`config.mk`:
```
export PLATFORM = sky130hd
export DESIGN_NAME = imem_loader
export DESIGN_NICKNAME = d
export VERILOG_FILES = /design/src/rtl/imem_loader_pkg.sv /design/src/rtl/imem_word_assembler.sv /design/src/rtl/imem_loader.sv
export SDC_FILE = /design/constraint.sdc
export NUM_CORES = 1
export LEC_CHECK = 0
export CAP_MARGIN = 25
export CELL_PAD_IN_SITES_DETAIL_PLACEMENT = 0
export CELL_PAD_IN_SITES_GLOBAL_PLACEMENT = 1
export CORE_MARGIN = 5
export CORE_UTILIZATION = 25
export CTS_CLUSTER_DIAMETER = 120
export DETAILED_ROUTE_END_ITERATION = 12
export PLACE_DENSITY = 0.55
export SLEW_MARGIN = 5
export SYNTH_ARGS = -nofsm -noshare
export SYNTH_HDL_FRONTEND = slang
export SYNTH_SLANG_ARGS = --single-unit
export TNS_END_PERCENT = 1
```
`constraint.sdc`:
```
create_clock -name clk -period 2.4 [get_ports clk]
set_input_delay 0.72 -clock clk [delete_from_list [all_inputs] [get_ports clk]]
set_output_delay 0.72 -clock clk [all_outputs]
set_load 0.05 [all_outputs]
```
`src/rtl/imem_loader_pkg.sv`:
```
// Shared definitions for the boot-time instruction-memory loader.
// Checksum support is selected by IMEM_LOADER_CHECKSUM_EN in the users of this package.
package imem_loader_pkg;

    localparam int unsigned IMEM_DEPTH_W = 10;
    localparam int unsigned LEN_W        = 16;

    typedef enum logic [2:0] {
        StLenLo,
        StLenHi,
        StData,
        StCsum,
        StRun,
        StErr
    } state_e;

endpackage

```
`src/rtl/imem_word_assembler.sv`:
```
// Packs a little-endian byte stream into 32-bit words; word_valid_o fires with the 4th byte.
module imem_word_assembler (
    input  logic        clk,
    input  logic        resetb,
    input  logic        clr_i,
    input  logic        byte_valid_i,
    input  logic [7:0]  byte_i,
    output logic        word_valid_o,
    output logic [31:0] word_o
);

    logic [1:0]  cnt_q, cnt_d;
    logic [23:0] sh_q, sh_d;

    always_comb begin
        cnt_d        = cnt_q;
        sh_d         = sh_q;
        word_valid_o = 1'b0;
        word_o       = {byte_i, sh_q};
        if (clr_i) begin
            cnt_d = '0;
            sh_d  = '0;
        end else if (byte_valid_i) begin
            word_valid_o = (cnt_q == 2'd3);
            cnt_d        = cnt_q + 2'd1;
            // Newest byte enters at the top so byte 0 ends up in bits [7:0].
            sh_d         = {byte_i, sh_q[23:8]};
        end
    end

    always_ff @(posedge clk) begin
        if (!resetb) begin
            cnt_q <= '0;
            sh_q  <= '0;
        end else begin
            cnt_q <= cnt_d;
            sh_q  <= sh_d;
        end
    end

endmodule

```
`src/rtl/imem_loader.sv`:
```
// Loads a length-prefixed byte image into instruction memory and holds the core in reset meanwhile.
// Define IMEM_LOADER_CHECKSUM_EN to require a trailing mod-256 checksum byte.
module imem_loader
    import imem_loader_pkg::*;
#(
    parameter int unsigned ADDR_W = IMEM_DEPTH_W
) (
    input  logic              clk,
    input  logic              resetb,
    input  logic              start,
    input  logic [7:0]        in_data,
    input  logic              in_valid,
    output logic              in_ready,
    output logic              im_we,
    output logic [ADDR_W-1:0] im_waddr,
    output logic [31:0]       im_wdata,
    output logic              core_resetb,
    output logic              busy,
    output logic              error
);

    localparam int unsigned Depth = 1 << ADDR_W;

    state_e             state_q, state_d;
    logic [LEN_W-1:0]   len_q, len_d;
    logic [ADDR_W-1:0]  wcnt_q, wcnt_d;
    logic               im_we_q, im_we_d;
    logic [ADDR_W-1:0]  im_waddr_q, im_waddr_d;
    logic [31:0]        im_wdata_q, im_wdata_d;
    logic               core_resetb_q, core_resetb_d;
    logic               accept, asm_clr, word_valid, last_word;
    logic [31:0]        word;
    logic [LEN_W-1:0]   len_full;
`ifdef IMEM_LOADER_CHECKSUM_EN
    logic [7:0]         acc_q, acc_d;
    logic [7:0]         sum_chk;
`endif

    assign in_ready = (state_q == StLenLo) || (state_q == StLenHi) ||
                      (state_q == StData)  || (state_q == StCsum);
    assign busy     = in_ready;
    assign error    = (state_q == StErr);
    assign accept   = in_valid && in_ready;

    assign len_full  = {in_data, len_q[7:0]};
    assign last_word = (32'(wcnt_q) == 32'(len_q) - 32'd1);

    imem_word_assembler u_asm (
        .clk          (clk),
        .resetb       (resetb),
        .clr_i        (asm_clr),
        .byte_valid_i (accept && (state_q == StData)),
        .byte_i       (in_data),
        .word_valid_o (word_valid),
        .word_o       (word)
    );

    always_comb begin
        state_d    = state_q;
        len_d      = len_q;
        wcnt_d     = wcnt_q;
        im_we_d    = 1'b0;
        im_waddr_d = im_waddr_q;
        im_wdata_d = im_wdata_q;
        asm_clr    = 1'b0;
`ifdef IMEM_LOADER_CHECKSUM_EN
        acc_d      = acc_q;
        sum_chk    = acc_q + in_data;
`endif
        case (state_q)
            StLenLo: begin
                if (accept) begin
                    len_d   = {8'h00, in_data};
                    state_d = StLenHi;
                end
            end
            StLenHi: begin
                if (accept) begin
                    len_d = len_full;
                    if ((len_full == '0) || (32'(len_full) > Depth)) begin
                        state_d = StErr;
                    end else begin
                        state_d = StData;
                    end
                end
            end
            StData: begin
`ifdef IMEM_LOADER_CHECKSUM_EN
                if (accept) begin
                    acc_d = acc_q + in_data;
                end
`endif
                if (word_valid) begin
                    im_we_d    = 1'b1;
                    im_waddr_d = wcnt_q;
                    im_wdata_d = word;
                    wcnt_d     = wcnt_q + ADDR_W'(1);
                    if (last_word) begin
`ifdef IMEM_LOADER_CHECKSUM_EN
                        state_d = StCsum;
`else
                        state_d = StRun;
`endif
                    end
                end
            end
            StCsum: begin
`ifdef IMEM_LOADER_CHECKSUM_EN
                if (accept) begin
                    state_d = (sum_chk == 8'h00) ? StRun : StErr;
                end
`else
                state_d = StErr;
`endif
            end
            StRun, StErr: begin
                if (start) begin
                    state_d = StLenLo;
                    len_d   = '0;
                    wcnt_d  = '0;
                    asm_clr = 1'b1;
`ifdef IMEM_LOADER_CHECKSUM_EN
                    acc_d   = '0;
`endif
                end
            end
            default: state_d = StLenLo;
        endcase
    end

    // Lags RUN entry by one edge so the final word lands before the core wakes.
    assign core_resetb_d = (state_q == StRun) && !start;

    always_ff @(posedge clk) begin
        if (!resetb) begin
            state_q       <= StLenLo;
            len_q         <= '0;
            wcnt_q        <= '0;
            im_we_q       <= 1'b0;
            im_waddr_q    <= '0;
            im_wdata_q    <= '0;
            core_resetb_q <= 1'b0;
        end else begin
            state_q       <= state_d;
            len_q         <= len_d;
            wcnt_q        <= wcnt_d;
            im_we_q       <= im_we_d;
            im_waddr_q    <= im_waddr_d;
            im_wdata_q    <= im_wdata_d;
            core_resetb_q <= core_resetb_d;
        end
    end

`ifdef IMEM_LOADER_CHECKSUM_EN
    always_ff @(posedge clk) begin
        if (!resetb) begin
            acc_q <= '0;
        end else begin
            acc_q <= acc_d;
        end
    end
`endif

    assign im_we       = im_we_q;
    assign im_waddr    = im_waddr_q;
    assign im_wdata    = im_wdata_q;
    assign core_resetb = core_resetb_q;

endmodule

```
### Word-level counts from Yosys, hierarchy flattened

Index checks and enable logic that the tools add are counted.

| word-level totals | value |
|---|---|
| output and inout bits | 47 |
| input port bits | 12 |
| flip-flop bits (word level) | 99 |
| word-level logic and storage cells | 68 |

| operators by class | value |
|---|---|
| bitwise logic cells | 2 |
| mux-type cells | 19 |
| equality and inequality tests | 12 |
| reductions and logical operators | 21 |
| add/sub/neg operators | 3 |
| magnitude comparators | 1 |

Operator list:

| operator | count |
|---|---|
| 16-bit two-way mux | 3 |
| 16-bit one-hot mux with 3 select lines | 1 |
| 10-bit by 32-bit equality test with 1-bit output | 1 |
| 10-bit two-way mux | 2 |
| 10-bit one-hot mux with 2 select lines | 1 |
| 3-bit two-way mux | 6 |
| 16-bit by 1-bit subtractor with 17-bit output (second input constant) | 1 |
| 16-bit by 11-bit greater-than comparator with 1-bit output (second input constant) | 1 |
| 16-bit zero test | 1 |
| 3-bit one-hot mux with 5 select lines | 1 |
| 10-bit by 1-bit adder with 10-bit output (second input constant) | 1 |
| 2-bit != test (second input constant) | 4 |
| 4-bit AND reduction | 2 |
| 3-bit by 2-bit equality test with 1-bit output (second input constant) | 2 |
| 3-bit equality test (second input constant) | 2 |
| 1-bit two-way mux | 5 |
| 5-bit AND reduction | 1 |
| 1-bit logical OR | 4 |
| 2-bit AND reduction | 2 |
| 2-bit nonzero test | 2 |
| 2-bit OR reduction | 2 |
| 3-bit by 1-bit equality test with 1-bit output (second input constant) | 1 |
| 1-bit logical AND | 3 |
| 3-bit zero test | 1 |
| other kinds (7) | 8 |

### Depth between registers and ports, before layout

| logic depth | value |
|---|---|
| depth in word-level cells | 10 |
| mapped depth | 8 |
| gate-level depth less buffers | 8 |

### By module

A second synthesis with hierarchy kept.

| second synthesis, totals | value |
|---|---|
| cell total of the unflattened synthesis | 513 |
| area total of the unflattened synthesis | 4418.0 sq um |

Modules (own cells, without submodules):

| module | cells each | sequential area each (sq um) | instances | area an instance (sq um) |
|---|---|---|---|---|
| imem_loader | 418 | 1461.4 | 1 | 3365.7 |
| imem_word_assembler | 95 | 520.5 | 1 | 1052.3 |

### Worst setup path after synthesis

OpenSTA, ideal clock, no wires.

| timing | value |
|---|---|
| path type | input to register |
| start point | input in_valid |
| end point | register state_q[1] |
| data required time | 2.278 ns |
| path buffers | 1 |
| setup slack | -0.117 ns |
| setup time | 0.122 ns |
| arrival time | 2.396 ns |
| cell stages on the path | 7 |
| cell sequence | and4bb_1 -> buf_4 -> nand2_2 -> or4_1 -> or4_1 -> nor4_2 -> o2bb2ai_1 |

| between the ends | value |
|---|---|
| longest elaborated chain between the ends | 6 |
| elaborated cells on any way between the ends | 8 |
| classes of those cells | eq/ne: 3; mux: 2; reduce/logical: 3 |

RTL lines:

| element | RTL line | source |
|---|---|---|
| from (decl) | imem_loader.sv:12 | `input logic in_valid,` |
| 1-bit logical AND (*) | imem_loader.sv:43 | `assign accept = in_valid && in_ready;` |
| 1-bit logical AND | imem_loader.sv:52 | `.byte_valid_i (accept && (state_q == StData)),` |
| 1-bit two-way mux | imem_word_assembler.sv:23 | `end else if (byte_valid_i) begin` |
| 1-bit two-way mux | imem_word_assembler.sv:20 | `if (clr_i) begin` |
| 2-bit by 1-bit != test with 1-bit output (no source line) | - |  |
| 5-bit AND reduction (no source line) (*) | - |  |
| to (signal assigned) | imem_loader.sv:136 | `state_q <= StLenLo;` |
| to (signal assigned) | imem_loader.sv:144 | `state_q <= state_d;` |
| to (decl) | imem_loader.sv:24 | `state_e state_q, state_d;` |

Mark *: on every way between the ends. The rest lies on a longest branch, timed or not.
A chain may end at the register's enable or synchronous reset.

### Final worst setup path

Same ends and word-level chain as after synthesis.

==> results.md <==
* done — TritonCTS clock tree
* 2120 um^2 — area taken by multi-input logic gates
* 150 ps — Register-to-Register Setup Slack
* 47 — number of unique standard cell types used by synthesis
* -633 ps — Post-Place Setup Slack
* 8.83 ps — final clock skew
* 94.7% — share of the clock period used by the worst path
* 19300 um — wire length of the first global-routing pass
* 0 — number of hold violations in the final report
* 0 — number of enable flip-flop cells after synthesis
* len_q[1] — worst flop-to-flop path startpoint
* 59 — number of I/O pins
* 0 — number of diodes
* 8.25 um^2 — average footprint of a synthesized cell
* 25.4% — effective utilization at floorplan
* 140 um — vertical die dimension
* 0.810 — final weighted congestion in routability-driven placement
* 47.0% — share of the yosys chip area belonging to registers
* 2 — hold-critical path depth
* 3595 — number of global-route vias before repair
* in -> reg — crit path kind
* 440 MHz — max frequency
* 0 — aggregate global routing overflow
* 1751 — FILL cells
* 99 — synthesized flop and latch total
* finished, final reports clean — status
* 2270 ps — min Tclk post-route
* 9 — Num CTS Buffers
* 539 ps — Worst-Margin Slew
* u_asm.sh_q[1] — startpoint of the worst hold path
* 45 — largest net degree at the start of global routing
* 350 ps — clock latency of the later-clocked register in the worst-skew pair
* 11800 um — total detailed-routing wirelength
* 5280 um^2 — placed inst area
* flop — crit path capture type
* 0 — Yosys warnings
* 0 — Setup Viol. Count Final
* 0% — async set or reset register ratio after synthesis
* 1.92 nW — leakage power total
* 3646 — via count
* 4.48 — vias per inst
* 796 — placed cell count
* 4210 um^2 — netlist area before placement
* 47 — Site Rows
* 4 — iteration count of the initial detailed-routing pass
* 33.9% — Final Core Density
* 527 — synthesized net count
* u_asm.sh_q[1] — worst hold path endpoint
* 19600 um^2 — floorplan die area
* 0 — Max-cap violations
* 0.316 mV — largest vdd supply drop
* 204 — starting DRC count in detailed routing
* 9 — Register-to-Register Path Depth
* 58 — count of port buffers added during placement
* reg -> reg — class of the tightest hold or removal check
* 0 — Slew Limit Fails
* 127 ps — final setup margin
* 604 — Final #Nets
* 2640 ps — data required time at the worst endpoint
* sky130_fd_sc_hd__clkbuf_16 — buffer type at the clock tree root
* 0 — Routed Antenna Nets
* 99 — Sink Count
* 1980 um^2 — Sequential cell area
* 511 — synthesized instance count
* primary input — type of element launching the critical path
* 3 — maximum fanout along the worst path
* 3 — level count of the clock H-tree
* 12.1% — layout cells sized above 1
* 2 — maximum buffer depth of the clock tree
* in_valid — Critical Path Source
* sky130_fd_sc_hd__dfxtp_1 — Top FF cell, synth
* 0 — initial antenna violation count
* 0 — cts hold-fix bufs
* 8480 um — dpl hpwl
* 14.6 um — wire length per cell after detailed routing
* 5630 um^2 — final design area excluding fillers
* 140 um — Die X-Extent
* 12.2% — GRT Overall Usage
* 813 — non-filler instance count after layout
* 63.9% — worst max-slew margin expressed relative to the limit
* 639 nW/um^2 — power per standard cell area
* 0 — remaining design rule violation count
* 2510 ps — arrival time of data at the critical path endpoint
* 33.6% — Area growth syn-to-layout
* state_q[1] — r2r endpoint
* 70 ps — clock transition at the register clock pins on the worst setup and hold paths after CTS
* 16600 um^2 — core area
==> cells in the final DEF (no fill, tap or decap), types with 2 or more instances in the layout <==
cell | netlist | final
sky130_fd_sc_hd__a21boi_0 | 42 | 42
sky130_fd_sc_hd__a21oi_1 | 32 | 32
sky130_fd_sc_hd__a22oi_1 | 17 | 17
sky130_fd_sc_hd__a31oi_1 | 2 | 2
sky130_fd_sc_hd__and2_1 | 2 | 2
sky130_fd_sc_hd__and3_1 | 4 | 4
sky130_fd_sc_hd__buf_12 | 0 | 3
sky130_fd_sc_hd__buf_4 | 2 | 42
sky130_fd_sc_hd__clkbuf_16 | 0 | 9
sky130_fd_sc_hd__clkdlybuf4s50_1 | 0 | 54
sky130_fd_sc_hd__clkinv_8 | 0 | 2
sky130_fd_sc_hd__dfxtp_1 | 99 | 99
sky130_fd_sc_hd__ha_1 | 4 | 4
sky130_fd_sc_hd__inv_1 | 6 | 6
sky130_fd_sc_hd__inv_8 | 0 | 2
sky130_fd_sc_hd__nand2_1 | 145 | 145
sky130_fd_sc_hd__nand2b_1 | 4 | 4
sky130_fd_sc_hd__nand3b_1 | 2 | 2
sky130_fd_sc_hd__nand4_1 | 6 | 6
sky130_fd_sc_hd__nand4b_1 | 3 | 3
sky130_fd_sc_hd__nor2_1 | 24 | 23
sky130_fd_sc_hd__nor2b_1 | 20 | 20
sky130_fd_sc_hd__nor3_1 | 10 | 10
sky130_fd_sc_hd__nor3b_1 | 3 | 2
sky130_fd_sc_hd__nor4_1 | 3 | 3
sky130_fd_sc_hd__o21ai_0 | 4 | 4
sky130_fd_sc_hd__or3_1 | 2 | 2
sky130_fd_sc_hd__or4_1 | 3 | 2
sky130_fd_sc_hd__xnor2_1 | 8 | 8
sky130_fd_sc_hd__xor2_1 | 11 | 11
==> kinds of logic (layout without fill, tap and decap cells) <==
group,Yosys count,count (layout),synth area share (%)
xor+xnor,19,19,3.95
simple gates,240,240,26.4
mux,1,1,0.534
fa+ha+maj,4,4,1.19
flops,99,99,47.0
buf+inv,40,122,3.74
compound gates,108,108,17.2
==> cell type report <==
class                   instances  share of cell area, %
multi-input cells             372                   37.6
flip-flops and latches         99                   35.2
repair buffers                100                   16.4
well taps                     220                   4.89
clock buffers                   9                   4.00
clock inverters                 7                   1.42
inverters                       6                  0.400
==> report_power, final <==
group / internal [mW] / leakage (nW) / switching (mW)
registers: 1.66 / 0.799 / 0.0241
clock network: 0.742 / 0.146 / 0.729
logic: 0.205 / 0.978 / 0.235
==> cell usage after synthesis, types with 2 or more instances <==
library cell	n	share of area, %
sky130_fd_sc_hd__nand2_1	145	13
sky130_fd_sc_hd__nor4_1	3	0.45
sky130_fd_sc_hd__inv_1	6	0.53
sky130_fd_sc_hd__nand3b_1	2	0.36
sky130_fd_sc_hd__a21boi_0	42	7.5
sky130_fd_sc_hd__nor3b_1	3	0.53
sky130_fd_sc_hd__dfxtp_1	99	47
sky130_fd_sc_hd__nor2_1	24	2.1
sky130_fd_sc_hd__ha_1	4	1.2
sky130_fd_sc_hd__o21ai_0	4	0.48
sky130_fd_sc_hd__nor3_1	10	1.2
sky130_fd_sc_hd__nor2b_1	20	3.0
sky130_fd_sc_hd__and2_1	2	0.30
sky130_fd_sc_hd__a21oi_1	32	3.8
sky130_fd_sc_hd__or3_1	2	0.30
sky130_fd_sc_hd__nand4b_1	3	0.62
sky130_fd_sc_hd__xnor2_1	8	1.7
sky130_fd_sc_hd__or4_1	3	0.53
sky130_fd_sc_hd__a31oi_1	2	0.30
sky130_fd_sc_hd__nand4_1	6	0.89
sky130_fd_sc_hd__xor2_1	11	2.3
sky130_fd_sc_hd__nor4_2	2	0.59
sky130_fd_sc_hd__and3_1	4	0.59
sky130_fd_sc_hd__nand2b_1	4	0.59
sky130_fd_sc_hd__clkbuf_1	31	2.8
sky130_fd_sc_hd__a22oi_1	17	3.0
sky130_fd_sc_hd__buf_4	2	0.36
==> worst max-delay path by stage <==
stage | end | slack [ps] | depth (start not counted)
after detailed placement | state_q[1] | -630 | 7
after floorplan | state_q[1] | -40 | 7
after global placement | state_q[1] | -550 | 7
after global routing | state_q[1] | -30 | 9
final | state_q[1] | 130 | 7
after CTS | state_q[1] | 80 | 9
==> worst max-delay path, cell delays in order <==
cell,delay (ps)
sky130_fd_sc_hd__dlygate4sd2_1,250
sky130_fd_sc_hd__and4bb_1,280
sky130_fd_sc_hd__nand2_4,60
sky130_fd_sc_hd__or4_1,500
sky130_fd_sc_hd__or4_4,440
sky130_fd_sc_hd__nor4_4,170
sky130_fd_sc_hd__o2bb2ai_1,90
==> flip-flops by register name, summed over array words and instances (netlist names) <==
| name | cells |
|---|---|
| wcnt_q | 10 |
| im_we | 1 |
| im_wdata | 32 |
| len_q | 16 |
| core_resetb | 1 |
| im_waddr | 10 |
| u_asm.cnt_q | 2 |
| u_asm.sh_q | 24 |
| state_q | 3 |
==> layer usage <==
layer  global-route usage [%]  routed length [um]  up-vias
met1                     15.6                5540     1686
li1                         -                   -     1880
met3                     3.43                 475       12
met2                     20.6                5720       68
met5                        0                   0        -
met4                     3.06                 121        0
==> stage by stage <==
step	hold WS, ps	total power [mW]	setup TNS, ps
floorplan	437	1.96	-78.1
global placement	446	2.14	-1220
detailed placement	448	2.14	-1600
CTS	458	3.64	0
global route	482	3.76	-44.4
finish	459	3.59	0
==> timing repair <==
action                                  CTS  global route
pin swaps                                 2             0
endpoints found under the setup margin    2             2
gates resized for setup                   4             4
buffers inserted                          0             1
Note: power is estimated with default switching activity, not from simulation.
